===== src/rtl/odesa_pkg.sv =====
// Shared types and defaults for the ODESA layer trainer.
package odesa_pkg;

  typedef enum logic [1:0] {
    ST_IDLE,
    ST_COLLECT,
    ST_UPDATE,
    ST_DONE
  } state_t;

  localparam int DEF_NEURONS   = 4;
  localparam int DEF_INPUTS    = 2;
  localparam int DEF_WIDTH     = 9;
  localparam int DEF_ETA_SHIFT = 3;
  localparam int DEF_DELTA_T   = 'h00F;
  localparam int DEF_W         = 'h03F;
  localparam int DEF_THR       = 'h01FFF;
  localparam int DEF_WAIT_CLKS = 10;

  // Threshold width for a given weight/timestamp width.
  function automatic int tw_of(input int w);
    return 2 * w + 1;
  endfunction

endpackage


===== src/rtl/odesa_ema_update.sv =====
// One EMA lane: nxt = cur - (cur>>S) + (smp>>S), evaluated wide then truncated.
// With ODESA_TRAIN_SAT_EN defined the result clamps at all-ones instead of wrapping.
module odesa_ema_update
  import odesa_pkg::*;
#(
  parameter int P_DW    = 9,
  parameter int P_SW    = 9,
  parameter int P_EW    = 20,
  parameter int P_SHIFT = 3
) (
  input  logic [P_DW-1:0] cur,
  input  logic [P_SW-1:0] smp,
  output logic [P_DW-1:0] nxt
);

`ifdef ODESA_TRAIN_SAT_EN
  localparam bit SAT_EN = 1'b1;
`else
  localparam bit SAT_EN = 1'b0;
`endif

  logic [P_EW-1:0] cur_e, smp_e, sum;
  logic            ovf;

  assign cur_e = P_EW'(cur);
  assign smp_e = P_EW'(smp);
  assign sum   = cur_e - (cur_e >> P_SHIFT) + (smp_e >> P_SHIFT);
  assign ovf   = |sum[P_EW-1:P_DW];
  assign nxt   = (SAT_EN && ovf) ? '1 : sum[P_DW-1:0];

endmodule


===== src/rtl/odesa_layer_trainer.sv =====
// Supervised per-layer trainer: collects winner/label over a window, then EMA-updates
// or decrements the labelled neuron. Optional saturation via ODESA_TRAIN_SAT_EN.
module odesa_layer_trainer
  import odesa_pkg::*;
#(
  parameter int P_NEURONS     = DEF_NEURONS,
  parameter int P_INPUTS      = DEF_INPUTS,
  parameter int P_WIDTH       = DEF_WIDTH,
  parameter int P_ETA_SHIFT   = DEF_ETA_SHIFT,
  parameter int P_DELTA_T     = DEF_DELTA_T,
  parameter int P_DEFAULT_W   = DEF_W,
  parameter int P_DEFAULT_THR = DEF_THR,
  parameter int P_WAIT_CLKS   = DEF_WAIT_CLKS
) (
  input  logic                                      i_clk,
  input  logic                                      i_rst_n,
  input  logic [P_INPUTS-1:0]                       i_event,
  input  logic [P_NEURONS-1:0]                      i_spike,
  input  logic [P_NEURONS-1:0]                      i_label,
  input  logic [P_INPUTS*P_WIDTH-1:0]               i_ts,
  input  logic [P_NEURONS*tw_of(P_WIDTH)-1:0]       i_lv,
  input  logic                                      i_freeze,
  output logic                                      o_las,
  output logic                                      o_gas,
  output logic                                      o_busy,
  output logic                                      o_update,
  output logic [P_NEURONS*P_INPUTS*P_WIDTH-1:0]     o_weights,
  output logic [P_NEURONS*tw_of(P_WIDTH)-1:0]       o_thresholds
);

  localparam int N  = P_NEURONS;
  localparam int M  = P_INPUTS;
  localparam int W  = P_WIDTH;
  localparam int TW = tw_of(P_WIDTH);
  localparam int EW = TW + 1;
  localparam int IW = (N > 1) ? $clog2(N) : 1;
  localparam int CW = $clog2(P_WAIT_CLKS + 1);

`ifdef ODESA_TRAIN_SAT_EN
  localparam bit SAT_EN = 1'b1;
`else
  localparam bit SAT_EN = 1'b0;
`endif

  state_t                        state, state_nxt;
  logic [CW-1:0]                 cnt;
  logic                          win_vld, lbl_vld;
  logic [IW-1:0]                 win_idx, lbl_idx;
  logic [M-1:0][W-1:0]           ts, ts_cap;
  logic [N-1:0][TW-1:0]          lv, thr_q, thr_ema, thr_dec;
  logic [N-1:0][M-1:0][W-1:0]    w_q, w_ema;
  logic                          start, take_win, take_lbl, do_write, hit;

  function automatic logic [IW-1:0] lowest(input logic [N-1:0] v);
    logic [IW-1:0] idx;
    idx = '0;
    for (int i = N - 1; i >= 0; i--) if (v[i]) idx = IW'(i);
    return idx;
  endfunction

  assign ts       = i_ts;
  assign lv       = i_lv;
  assign start    = (state == ST_IDLE) && (|i_event);
  assign take_win = start || ((state == ST_COLLECT) && !win_vld);
  assign take_lbl = start || ((state == ST_COLLECT) && !lbl_vld);
  assign do_write = (state == ST_UPDATE) && !i_freeze && lbl_vld;
  assign hit      = win_vld && (win_idx == lbl_idx);

  always_ff @(posedge i_clk or negedge i_rst_n)
    if (!i_rst_n) state <= ST_IDLE;
    else          state <= state_nxt;

  always_comb begin
    state_nxt = state;
    case (state)
      ST_IDLE:    if (|i_event) state_nxt = ST_COLLECT;
      ST_COLLECT: if (cnt == CW'(P_WAIT_CLKS - 1)) state_nxt = ST_UPDATE;
      ST_UPDATE:  state_nxt = ST_DONE;
      ST_DONE:    state_nxt = ST_IDLE;
      default:    state_nxt = ST_IDLE;
    endcase
  end

  // First spike/label of the window wins; start re-arms both captures.
  always_ff @(posedge i_clk or negedge i_rst_n)
    if (!i_rst_n) begin
      cnt     <= '0;
      win_vld <= 1'b0;
      win_idx <= '0;
      ts_cap  <= '0;
      lbl_vld <= 1'b0;
      lbl_idx <= '0;
    end else begin
      if (start)                    cnt <= '0;
      else if (state == ST_COLLECT) cnt <= cnt + 1'b1;
      if (take_win) begin
        win_vld <= |i_spike;
        win_idx <= lowest(i_spike);
        ts_cap  <= (|i_spike) ? ts : '0;
      end
      if (take_lbl) begin
        lbl_vld <= |i_label;
        lbl_idx <= lowest(i_label);
      end
    end

  for (genvar k = 0; k < N; k++) begin : g_nrn
    logic [EW-1:0] diff;
    assign diff       = EW'(thr_q[k]) - EW'(P_DELTA_T);
    assign thr_dec[k] = (SAT_EN && diff[TW]) ? '0 : diff[TW-1:0];

    odesa_ema_update #(.P_DW(TW), .P_SW(TW), .P_EW(EW), .P_SHIFT(P_ETA_SHIFT)) u_thr (
      .cur(thr_q[k]), .smp(lv[k]), .nxt(thr_ema[k])
    );
    for (genvar j = 0; j < M; j++) begin : g_in
      odesa_ema_update #(.P_DW(W), .P_SW(W), .P_EW(EW), .P_SHIFT(P_ETA_SHIFT)) u_w (
        .cur(w_q[k][j]), .smp(ts_cap[j]), .nxt(w_ema[k][j])
      );
    end
  end

  // Potentials are taken live during UPDATE; timestamps come from the capture.
  always_ff @(posedge i_clk or negedge i_rst_n)
    if (!i_rst_n) begin
      for (int k = 0; k < N; k++) begin
        thr_q[k] <= TW'(P_DEFAULT_THR);
        for (int j = 0; j < M; j++) w_q[k][j] <= W'(P_DEFAULT_W);
      end
      o_update <= 1'b0;
    end else begin
      o_update <= do_write;
      if (do_write)
        for (int k = 0; k < N; k++)
          if (lbl_idx == IW'(k)) begin
            if (hit) begin
              thr_q[k] <= thr_ema[k];
              w_q[k]   <= w_ema[k];
            end else begin
              thr_q[k] <= thr_dec[k];
            end
          end
    end

  assign o_las        = |i_spike;
  assign o_gas        = |i_label;
  assign o_busy       = (state != ST_IDLE);
  assign o_weights    = w_q;
  assign o_thresholds = thr_q;

endmodule


===== config.mk =====
export PLATFORM = sky130hd
export DESIGN_NAME = odesa_layer_trainer
export DESIGN_NICKNAME = d
export VERILOG_FILES = /design/src/rtl/odesa_pkg.sv /design/src/rtl/odesa_ema_update.sv /design/src/rtl/odesa_layer_trainer.sv
export SDC_FILE = /design/constraint.sdc
export NUM_CORES = 1
export LEC_CHECK = 0
export ABC_AREA = 1
export BUFFER_PORTS_ARGS = -buffer_cell sky130_fd_sc_hd__buf_2
export CAP_MARGIN = 0
export CORE_ASPECT_RATIO = 1.5
export CORE_MARGIN = 10
export CORE_UTILIZATION = 60
export DETAILED_ROUTE_END_ITERATION = 10
export GPL_TIMING_DRIVEN = 0
export PLACE_DENSITY = 0.82
export SKIP_LAST_GASP = 1
export SLEW_MARGIN = 25
export SYNTH_ARGS = -nofsm -noshare
export SYNTH_HDL_FRONTEND = slang
export SYNTH_SLANG_ARGS = --single-unit

===== constraint.sdc =====
create_clock -name i_clk -period 2.9 [get_ports i_clk]
set_clock_uncertainty 0.05 [all_clocks]
set_input_delay 0.58 -clock i_clk [delete_from_list [all_inputs] [get_ports i_clk]]
set_output_delay 0.58 -clock i_clk [all_outputs]
set_load 0.01 [all_outputs]

---- After elaboration in Yosys (flattened, before gate mapping) ----
Cells that the tools add are included.
storage, ports and cells
  flip-flop bits (word level) ............. 179
  input bits .............................. 107
  output and inout bits ................... 152
  logic and storage cells ................. 105
cells by class
  $add $sub $neg .......................... 29
  eq/ne operators ......................... 10
  muxes and demuxes ....................... 18
  reductions and logical operators ........ 27
operators with widths
  operator                 number
  $add A19 B16 Y19         4
  $mux W19                 4
  $sub A19 B16 Y19         4
  $sub A19 B4 Y19 const B  4
  $add A9 B6 Y9            8
  $sub A9 B6 Y9            8
  $mux W2                  10
  $mux W18                 1
  $reduce_and A3 Y1        4
  $reduce_and A2 Y1        5
  $eq A2 B2 Y1 const B     4
  $mux W4                  2
  $pmux W2 S4              1
  $reduce_or A4 Y1         2
  $logic_and A1 B1 Y1      6
  $add A4 B1 Y4 const B    1
  $eq A2 B1 Y1 const B     2
  $eq A4 B4 Y1 const B     1
  $logic_not A2 Y1         2
  $reduce_bool A2 Y1       2
  $logic_not A1 Y1         3
  $eq A2 B2 Y1             1
  $logic_or A1 B1 Y1       2
  $ne A2 B1 Y1 const B     1
  2 further kinds          2

---- Logic depth before layout (Yosys ltp) ----
Gate-level depths: netlist (run 1).
  depth after elaboration ................. 4
  depth in mapped cells ................... 15
  depth with buffers taken out ............ 15

---- Hierarchy ----
From an unflattened synthesis (run 1), not the netlist that was laid out.
unflattened totals
  cells, all modules ...................... 3191
  area total of the unflattened synthesis .. 20841.2 µm²
modules (own cells, without submodules)
  module                                       times used  cells each  area each (µm²)  sequential area each (µm²)
  odesa_layer_trainer                          1           1290        9540.4           4604.4
  odesa_ema_update (g_nrn[1].u_thr ...)        2           272         1587.8           0.0
  odesa_ema_update (g_nrn[1].g_in[1].u_w ...)  5           102         623.1            0.0
  odesa_ema_update (g_nrn[0].g_in[0].u_w ...)  3           101         609.3            0.0
  odesa_ema_update (g_nrn[3].u_thr)            1           272         1591.5           0.0
  odesa_ema_update (g_nrn[0].u_thr)            1           272         1590.3           0.0

---- Least setup slack after synthesis (run 1) ----
Ideal clock, no wire load.
  path type ............................... register to register
  from .................................... reg thr_q (netlist bit o_thresholds[43])
  to ...................................... reg thr_q (netlist bit o_thresholds[48])
  library setup time ...................... 0.094 ns
  arrival time ............................ 2.339 ns
  data required time ...................... 2.756 ns
  slack ................................... 0.417 ns
  cell stages (with the launch flop) ...... 12
  buffers on the path ..................... 0
  clock period less this slack ............ 2.483 ns
  path through ............................ dfstp_2 > inv_1 > fa_1 > inv_1 > ha_1 > a21oi_1 > nand2_1 > nand2_1 > nand3_1 > or2_2 > nand3_1 > a22oi_1
on the way
  cells in the longest elaborated chain, start to end .. 3
  elaborated cells between the ends (all ways) .. 4
  those cells by class .................... add/sub (3); mux (1)
ends and longest elaborated chain
  element                          line                        text
  start, declared                  odesa_layer_trainer.sv:50   logic [N-1:0][TW-1:0] lv, thr_q, thr_ema, thr_dec;
  start signal, assigned by index  odesa_layer_trainer.sv:126  thr_q[k] <= TW'(P_DEFAULT_THR);
  start signal, assigned by index  odesa_layer_trainer.sv:136  thr_q[k] <= thr_ema[k];
  start signal, assigned by index  odesa_layer_trainer.sv:139  thr_q[k] <= thr_dec[k];
  $sub A19 B16 Y19                 odesa_ema_update.sv:27      assign sum = cur_e - (cur_e >> P_SHIFT) + (smp_e >> P_SHIFT);
  $add A19 B16 Y19                 odesa_ema_update.sv:27
  $mux W19 *                       odesa_layer_trainer.sv:135  if (hit) begin
Every way passes the cells marked *; elsewhere a longest branch is shown, timed or not.
A chain may end at the register's enable or synchronous reset.

---- Worst setup path after layout (run 1) ----
  from .................................... reg thr_q (netlist bit o_thresholds[28])
  to ...................................... reg thr_q (netlist bit o_thresholds[33])
The elaborated chain is that of the path after synthesis.

==> results of run 1 <==
==> placed cells by master (no fill, tap or decap), drive strengths merged, types with 15 or more instances in the layout <==
master  Yosys  final
a21oi     197    197
a22oi      19     19
buf        32    312
clkbuf      9     29
dfrtp      73     73
dfstp     100    100
fa        112    112
ha        161    161
inv       623    626
nand2     605    605
nand3     216    216
nand4      22     22
nor2      220    220
nor3       17     17
o211ai     24     24
o21ai     156    156
xnor2      15     15
xor2       64     64
==> worst min-delay path by stage <==
stage / slack, ns / startpoint / cells past startpoint / end
after global placement: 0.41 / o_weights[27] / 2 / o_weights[27]
after floorplan: 0.23 / i_rst_n / 0 / cnt[0]
after detailed placement: 0.42 / o_weights[27] / 2 / o_weights[27]
after CTS: 0.07 / i_rst_n / 1 / o_weights[25]
final: 0.02 / i_rst_n / 1 / o_weights[26]
after global routing: 0.09 / i_rst_n / 1 / o_weights[26]
==> sequential cells by signal, summed over array words and instances (netlist names) <==
signal / flops
o_update: 1
lbl_idx: 2
state: 2
cnt: 4
o_weights: 72
ts_cap: 12
win_vld: 1
lbl_vld: 1
win_idx: 2
o_thresholds: 76
==> worst max-delay path, stage by stage (launching register included) <==
cell,delay (ns)
dfstp_2,0.60
inv_1,0.10
fa_1,0.51
inv_1,0.06
ha_1,0.33
nand2_1,0.11
inv_1,0.06
a21oi_1,0.19
nand3_2,0.17
nand2_1,0.11
nand2_1,0.05
nand2_1,0.06
nand3_1,0.13
a21oi_1,0.18
==> kinds of logic after synthesis <==
| logic type | synth area share (%) |
|---|---|
| and+or+nand+nor | 24.6 |
| muxes | 0.118 |
| AOI/OAI and AO/OA | 12.4 |
| xor gates and xnor gates | 3.64 |
| adders and majority gates | 22.4 |
| DFF | 23.4 |
| buffers and inverters | 13.5 |
==> repair_timing <==
action / in CTS / in global routing
buffers inserted: 0 / 39
endpoints found under the setup margin: 1 / 43
gates resized for setup: 1 / 35
==> stage by stage <==
| stage | hold slack [ns] | utilization, % | setup TNS, ns | cell area [sq um] | worst slack, ns |
|---|---|---|---|---|---|
| after global placement | 0.410 | 66.5 | -174.18 | 20700 | -1.64 |
| final | 0.0188 | 70.0 | 0 | 21800 | 0.101 |
| after detailed placement | 0.417 | 66.7 | -0.0568 | 20800 | -0.0284 |
| after CTS | 0.0704 | 68.7 | 0 | 21400 | 0.00774 |
| after floorplan | 0.234 | - | 0 | 19000 | 0.417 |
| after global routing | 0.0871 | 70.0 | -0.0976 | 21800 | -0.0311 |
==> routing by layer <==
| layer | vias up | wire length, um |
|---|---|---|
| met5 | - | 0 |
| met4 | 0 | 3680 |
| met3 | 225 | 4380 |
| met2 | 831 | 30500 |
| met1 | 8908 | 21300 |
| li1 | 9212 | - |
==> cell type report <==
| type | count | area (sq um) |
|---|---|---|
| plain buffers | 41 | 211 |
| repair buffers | 280 | 1530 |
| clock buffers | 20 | 457 |
| flip-flops and latches | 173 | 4450 |
| well taps | 405 | 507 |
| inverters | 625 | 2350 |
| clock inverters | 12 | 159 |
| fillers | 2622 | 9350 |
| multi-input cells | 1897 | 12100 |
==> flow_summary.toml, run 1 <==
[global_route]
grt_util_all_layers_pct = 30.0
grtUsageMet3_pct = 5.27
grt_use_met2_pct = 53.4
grt_pass1_wl_mm = 94.5
antenna_found_initial = 0
grt_max_degree = 89
gr-total-overflow = 0
busiest_layer = "met2"
globalRouteMet1Util_pct = 31.9
grt_pass1_vias = 19400

[yosys]
synth_async_sr_flop_share_pct = 100
synth_flop_cell = "dfstp_2"
synth_edf_count = 0
synthCells = 2736
netlist_top_cells_area = "dfstp_2, inv_1, nand2_1, fa_1, ha_1"
synth_cell_types = 43
syn_avg_cell_area_sq_um = 6.95
synth_top_cells_by_count = "inv_1, nand2_1, nand3_1, nor2_1, a21oi_1"
seq_area_frac_synth_pct = 23.4
yosys_warnings = 0
synth_top_area_share_pct = 13.8
ys_ff_latch = 173
yosys.cell_count.top_type = "inv_1"
netlist_area_sq_mm = 0.0190
synth_top_area_cell = "dfstp_2"
synth.net_count = 3116

[sta]
final.min_clock_period_ns = 2.80
rsz0062_at_grt = "true"
tightest_slew_ns = 0.730
hold_violations = 0
period_share_pct = 96.5
fmax_ghz = 0.357
setup_viol = 0
relSlewSlack_pct = 51.4
slew_violations = 0

[floorplan]
boundaryPins = 259
die-area_sq_mm = 0.0394
rows = 79
start_util_pct = 61.1
die_h_um = 238
die_w_um = 165
fp.coreArea_sq_mm = 0.0311

[detailed_routing]
drc = 0
drt-total-wl_mm = 59.9
viasPerCell = 5.55
wl_per_cell_um = 17.4
via_count = 19200
firstDrtPassIters = 6
initialDrtViolationCount = 1234
drtAntennaViolNets = 0

[finish]
num_antenna_cells = 0
drive_gt1_share_pct = 16.5
stdcell_count = 3453
nNetsFinal = 3415
area_growth_pct = 14.6

[place]
dp_cells = 3382
hpwl_mm = 47.8
gp_congestion = 0.964
port_buffers = 240

[clock_tree]
cts_root_buffer = "clkbuf_16"
clk_pin_slew_ns = 0.07
cts.path.max_buffers = 2
hold_buffers = 0
clock_latency_ns = 0.47
cts_buffers = 17
cts.sinks = 173
cts_tree = "built"
htree_levels = 4

[setup_path]
startpoint = "o_thresholds[28]"
critical_path_required_ns = 3.23
r2r_setup_slack_ns = 0.10
ff2ff_path_depth = 13
crit_end = "o_thresholds[33]"
startpoint_type = "register"
critPathKind = "register to register"
crit_fanout = 5
crit-reg2reg-launch = "o_thresholds[28]"
crit_arrival_ns = 3.13
r2r_end = "o_thresholds[33]"
end_kind = "register"

[hold_path]
hp-class = "input port to async pin"

[job]
maxCapViolations = 0

[outcome]
status = "finished clean"
Power of run 1 is left out: the tool's default activity adds up to more than one toggle a clock period on the data nets, which glitch-free logic cannot reach.
==> run 2: changes to the inputs <==
Settings changed: BUFFER_PORTS_ARGS -buffer_cell sky130_fd_sc_hd__buf_2 to -buffer_cell sky130_fd_sc_hd__clkbuf_2.
==> flow_summary.toml, run 2 (synthesized netlist as in run 1, its figures left out) <==
[finish]
area_growth_pct = 15.0
final_cell_mix = "inv_1, nand2_1, clkbuf_2"
fin_util_pct = 70.2
largest_reg_flops = 76
num_antenna_cells = 0
mostFrequentLayoutCell = "inv_1"
nNetsFinal = 3417
finalInstanceArea_sq_mm = 0.0219
multi_input_area_sq_mm = 0.0122
drive_gt1_share_pct = 16.9
nFillCells = 2673
ff_latch_area_sq_mm = 0.00445

[place]
placed_cell_area_sq_mm = 0.0208
pre_cts_ws_ns = -0.0301
port_buffers = 240
hpwl_mm = 48.0
gp_congestion = 0.975

[clock_tree]
cts_root_buffer = "clkbuf_16"
cts.path.max_buffers = 2
cts_buffers = 17
cts.sinks = 173
clk_pin_slew_ns = 0.08
clock_latency_ns = 0.46
htree_levels = 4
cts_tree = "built"

[setup_path]
critical_path_required_ns = 3.25
crit_slowest_cell = "dfstp_2"
cp_num_buf_inv = 2
crit_arrival_ns = 3.20
crit_chain = "inv_1 > ha_1 > inv_1 > ha_1 > fa_2 > nand3_1 > nand3_1 > nand2_1 > nand2_1 > nand2_1 > nand2_1 > nand2_1 > nand3_1 > a21oi_2"
end_kind = "register"
cp_top_family = "adder cells"
crit_fanout = 5
cpPeakStageDelay_ns = 0.59
critPathKind = "register to register"
startpoint_type = "register"
crit_top_cell = "nand2_1"

[floorplan]
die-area_sq_mm = 0.0394
die_h_um = 238
fp.coreArea_sq_mm = 0.0311
die_w_um = 165
rows = 79
boundaryPins = 259
start_util_pct = 61.1

[sta]
hold_violations = 0
period_share_pct = 98.5
relSlewSlack_pct = 61.3
setup_ws_ns = 0.0432
slew_violations = 0
setup_viol = 0
final.min_clock_period_ns = 2.86
fmax_ghz = 0.350
tightest_slew_ns = 0.580
rsz0062_at_grt = "true"

[detailed_routing]
viasPerCell = 5.55
drc = 0
drtAntennaViolNets = 0
initialDrtViolationCount = 1241
wl_per_cell_um = 17.3
drt-total-wl_mm = 59.9
firstDrtPassIters = 8
via_count = 19200

[hold_path]
hp-class = "input port to register"

[global_route]
grt_util_all_layers_pct = 29.9
grt_pass1_wl_mm = 94.6
grt_max_degree = 75
antenna_found_initial = 0
gr-total-overflow = 0
grt_pass1_vias = 19200

[job]
maxCapViolations = 0

[outcome]
status = "finished clean"
==> run 2: changes by cell type in the layout (fill, tap and decap cells not counted), moves of 3 or more <==
cell	previous run	this run
a21oi_1	183	180
a21oi_2	14	17
buf_2	267	28
clkbuf_2	0	239
ha_1	157	154
inv_8	0	3
==> run 2: cell type report <==
type,count,share of cell area [%]
Sequential cell,173,20.4
Timing Repair Buffer,282,7.17
Multi-Input combinational cell,1897,55.6
Inverter,625,10.7
Buffer,41,0.967
Clock inverter,14,0.778
Tap cell,405,2.32
Clock buffer,18,2.01
==> run 2: worst reg2reg max path: stages (launching register included) <==
cell     delay [ns]
dfstp_2        0.59
inv_1          0.09
ha_1           0.28
inv_1          0.04
ha_1           0.25
fa_2           0.45
nand3_1        0.09
nand3_1        0.16
nand2_1        0.10
nand2_1        0.12
nand2_1        0.11
nand2_1        0.07
nand2_1        0.07
nand3_1        0.17
a21oi_2        0.16
==> run 2: stage by stage <==
| stage | hold slack (ns) | setup TNS, ns | cells |
|---|---|---|---|
| floorplan | 0.234 | 0 | 2736 |
| global placement | 0.413 | -240.62 | 3381 |
| detailed placement | 0.417 | -0.0595 | 3383 |
| CTS | 0.284 | 0 | 3416 |
| global route | 0.309 | -0.488 | 3455 |
| finish | 0.297 | 0 | 3455 |
==> run 2: final timing paths <==
check | startpoint | slack (ns) | endpoint | cells after the start
worst max register to register | o_thresholds[0] | 0.04 | o_thresholds[12] | 14
worst min register to register | o_weights[36] | 0.42 | o_weights[36] | 2
worst max-delay path | o_thresholds[0] | 0.04 | o_thresholds[12] | 14
max in group asynchronous | i_rst_n | 1.49 | o_thresholds[58] | 3
worst min-delay path | i_ts[8] | 0.30 | ts_cap[8] | 3
min in group asynchronous | i_rst_n | 0.54 | o_weights[26] | 2
==> run 2: per-layer routing <==
metal / up-vias / part of all wire [%] / track usage, %
li1: 9218 / - / -
met1: 8965 / 36 / 32.0
met2: 753 / 51 / 53.5
met3: 227 / 6.4 / 4.84
met4: 0 / 6.0 / 18.1
met5: - / 0 / 0
==> run 2: repair_timing <==
action / 4_1_cts / 5_1_grt
hold buffers: 1 / 0
endpoints found under the hold margin: 15 / 0
setup endpoints to repair: 1 / 42
pin swaps: 0 / 2
gates resized for setup: 1 / 48
buffers inserted: 0 / 39
Power of run 2 is left out for the same reason.
==> run 3: changes to the inputs <==
Clock period 2.9 ns to 2.64 ns, I/O delays scaled along.
==> flow_summary.toml, run 3 (synthesized netlist as in run 1, its figures left out) <==
[setup_path]
crit_fanout = 6
cp_top_family = "simple AND/OR/NAND/NOR gates"
startpoint_type = "register"
crit_top_cell = "nand2_1"
crit_arrival_ns = 3.01
critical_path_required_ns = 2.98
cpPeakStageDelay_ns = 0.55
cp_num_buf_inv = 2
critPathKind = "register to register"
crit_slowest_cell = "dfstp_2"
crit_chain = "buf_4 > fa_1 > inv_1 > ha_4 > nand2_2 > nand2_1 > nand2_1 > nand2_1 > nand2_2 > nand3_2 > nand2_2 > nand2_1 > nand2_1 > nand3_2 > a21oi_2"
end_kind = "register"

[place]
dp_cells = 3383
gp_congestion = 0.975
pre_cts_ws_ns = -0.262
port_buffers = 240
hpwl_mm = 48.0

[global_route]
grt_pass1_vias = 19800
grt_pass1_wl_mm = 97.7
antenna_found_initial = 0
grt_util_all_layers_pct = 30.9
gr-total-overflow = 0
grt_max_degree = 75

[clock_tree]
htree_levels = 4
cts.path.max_buffers = 2
clk_pin_slew_ns = 0.08
cts.sinks = 173
cts_buffers = 17
cts_root_buffer = "clkbuf_16"
clock_latency_ns = 0.48
cts_tree = "built"

[outcome]
failed_checks = "DRC, setup timing"
status = "finished, violations left"

[finish]
nNetsFinal = 3467
largest_reg_flops = 76
final_cell_mix = "inv_1, nand2_1, clkbuf_2"
nFillCells = 2379
num_antenna_cells = 0
area_growth_pct = 24.5
stdcell_count = 3505
drive_gt1_share_pct = 26.9
mostFrequentLayoutCell = "inv_1"

[sta]
fmax_ghz = 0.374
period_share_pct = 101
setup_ws_ns = -0.0365
hold_violations = 0
slew_violations = 0
relSlewSlack_pct = 58.6
final.min_clock_period_ns = 2.68
setup_viol = 2
rsz0062_at_grt = "true"
tightest_slew_ns = 0.621

[floorplan]
boundaryPins = 259
die_w_um = 165
start_util_pct = 61.1
die_h_um = 238
rows = 79
die-area_sq_mm = 0.0394
fp.coreArea_sq_mm = 0.0311

[hold_path]
hp-class = "input port to register"

[job]
maxCapViolations = 0

[detailed_routing]
drtAntennaViolNets = 0
initialDrtViolationCount = 1539
via_count = 20000
viasPerCell = 5.72
firstDrtPassIters = 9
wl_per_cell_um = 18.6
drc = 1
drt-total-wl_mm = 65.0
[run 3: worst register-to-register path, delay by kind of cell, from the launching register on]
| kind | cells | cell delay, ns |
|---|---|---|
| buffers and inverters | 2 | 0.26 |
| AO/OA/AOI/OAI | 1 | 0.18 |
| AND/OR/NAND/NOR | 10 | 0.92 |
| adder cells (fa/ha/maj) | 2 | 0.64 |
| flip-flops | 1 | 0.55 |
[run 3: area by class of cell]
type                       count  area [sq um]  share of cell area [%]
clock buffer                  18           439                    1.86
sequential                   173          4470                    18.9
multi-input combinational   1897         13500                    57.1
buffer                        41           211                   0.893
timing repair buffer         332          1980                    8.38
clock inverter                14           170                   0.719
tap                          405           507                    2.14
inverter                     625          2370                    10.0
[run 3: per-stage QoR]
stage                     area [sq um]  setup TNS, ns  hold slack, ns  utilization, %
after floorplan                  19000              0           0.182               -
after global placement           20700        -280.74           0.413            66.5
after detailed placement         20800          -6.47           0.417            66.7
after CTS                        22100        -0.0127           0.232            71.0
after global routing             23700          -1.60           0.259            76.0
final                            23700        -0.0477           0.235            76.0
[run 3: path summary, 6_finish.rpt]
kind	start	to	slack (ns)	depth (start not counted)
max in group asynchronous	i_rst_n	o_weights[13]	1.30	3
hold / removal	i_ts[8]	ts_cap[8]	0.24	3
hold reg to reg	o_weights[36]	o_weights[36]	0.42	2
setup / recovery	o_thresholds[6]	o_thresholds[14]	-0.04	15
setup reg to reg	o_thresholds[6]	o_thresholds[14]	-0.04	15
min in group asynchronous	i_rst_n	o_weights[26]	0.47	2
[run 3: timing repair]
item,in CTS,in global routing
setup buffers,48,41
resized for setup,71,280
pin swaps,9,76
endpoints found under the hold margin,21,0
hold buffers,1,0
gates cloned,0,0
endpoints found under the setup margin,55,69
[run 3: routing by layer]
metal	part of all wire (%)	vias to the layer above	GRT usage, %
met2	51	965	54.5
met5	0	-	0
met4	6.4	0	20.7
met3	7.2	288	5.08
met1	35	9485	33.0
li1	-	9310	-
Power of run 3 is left out for the same reason.
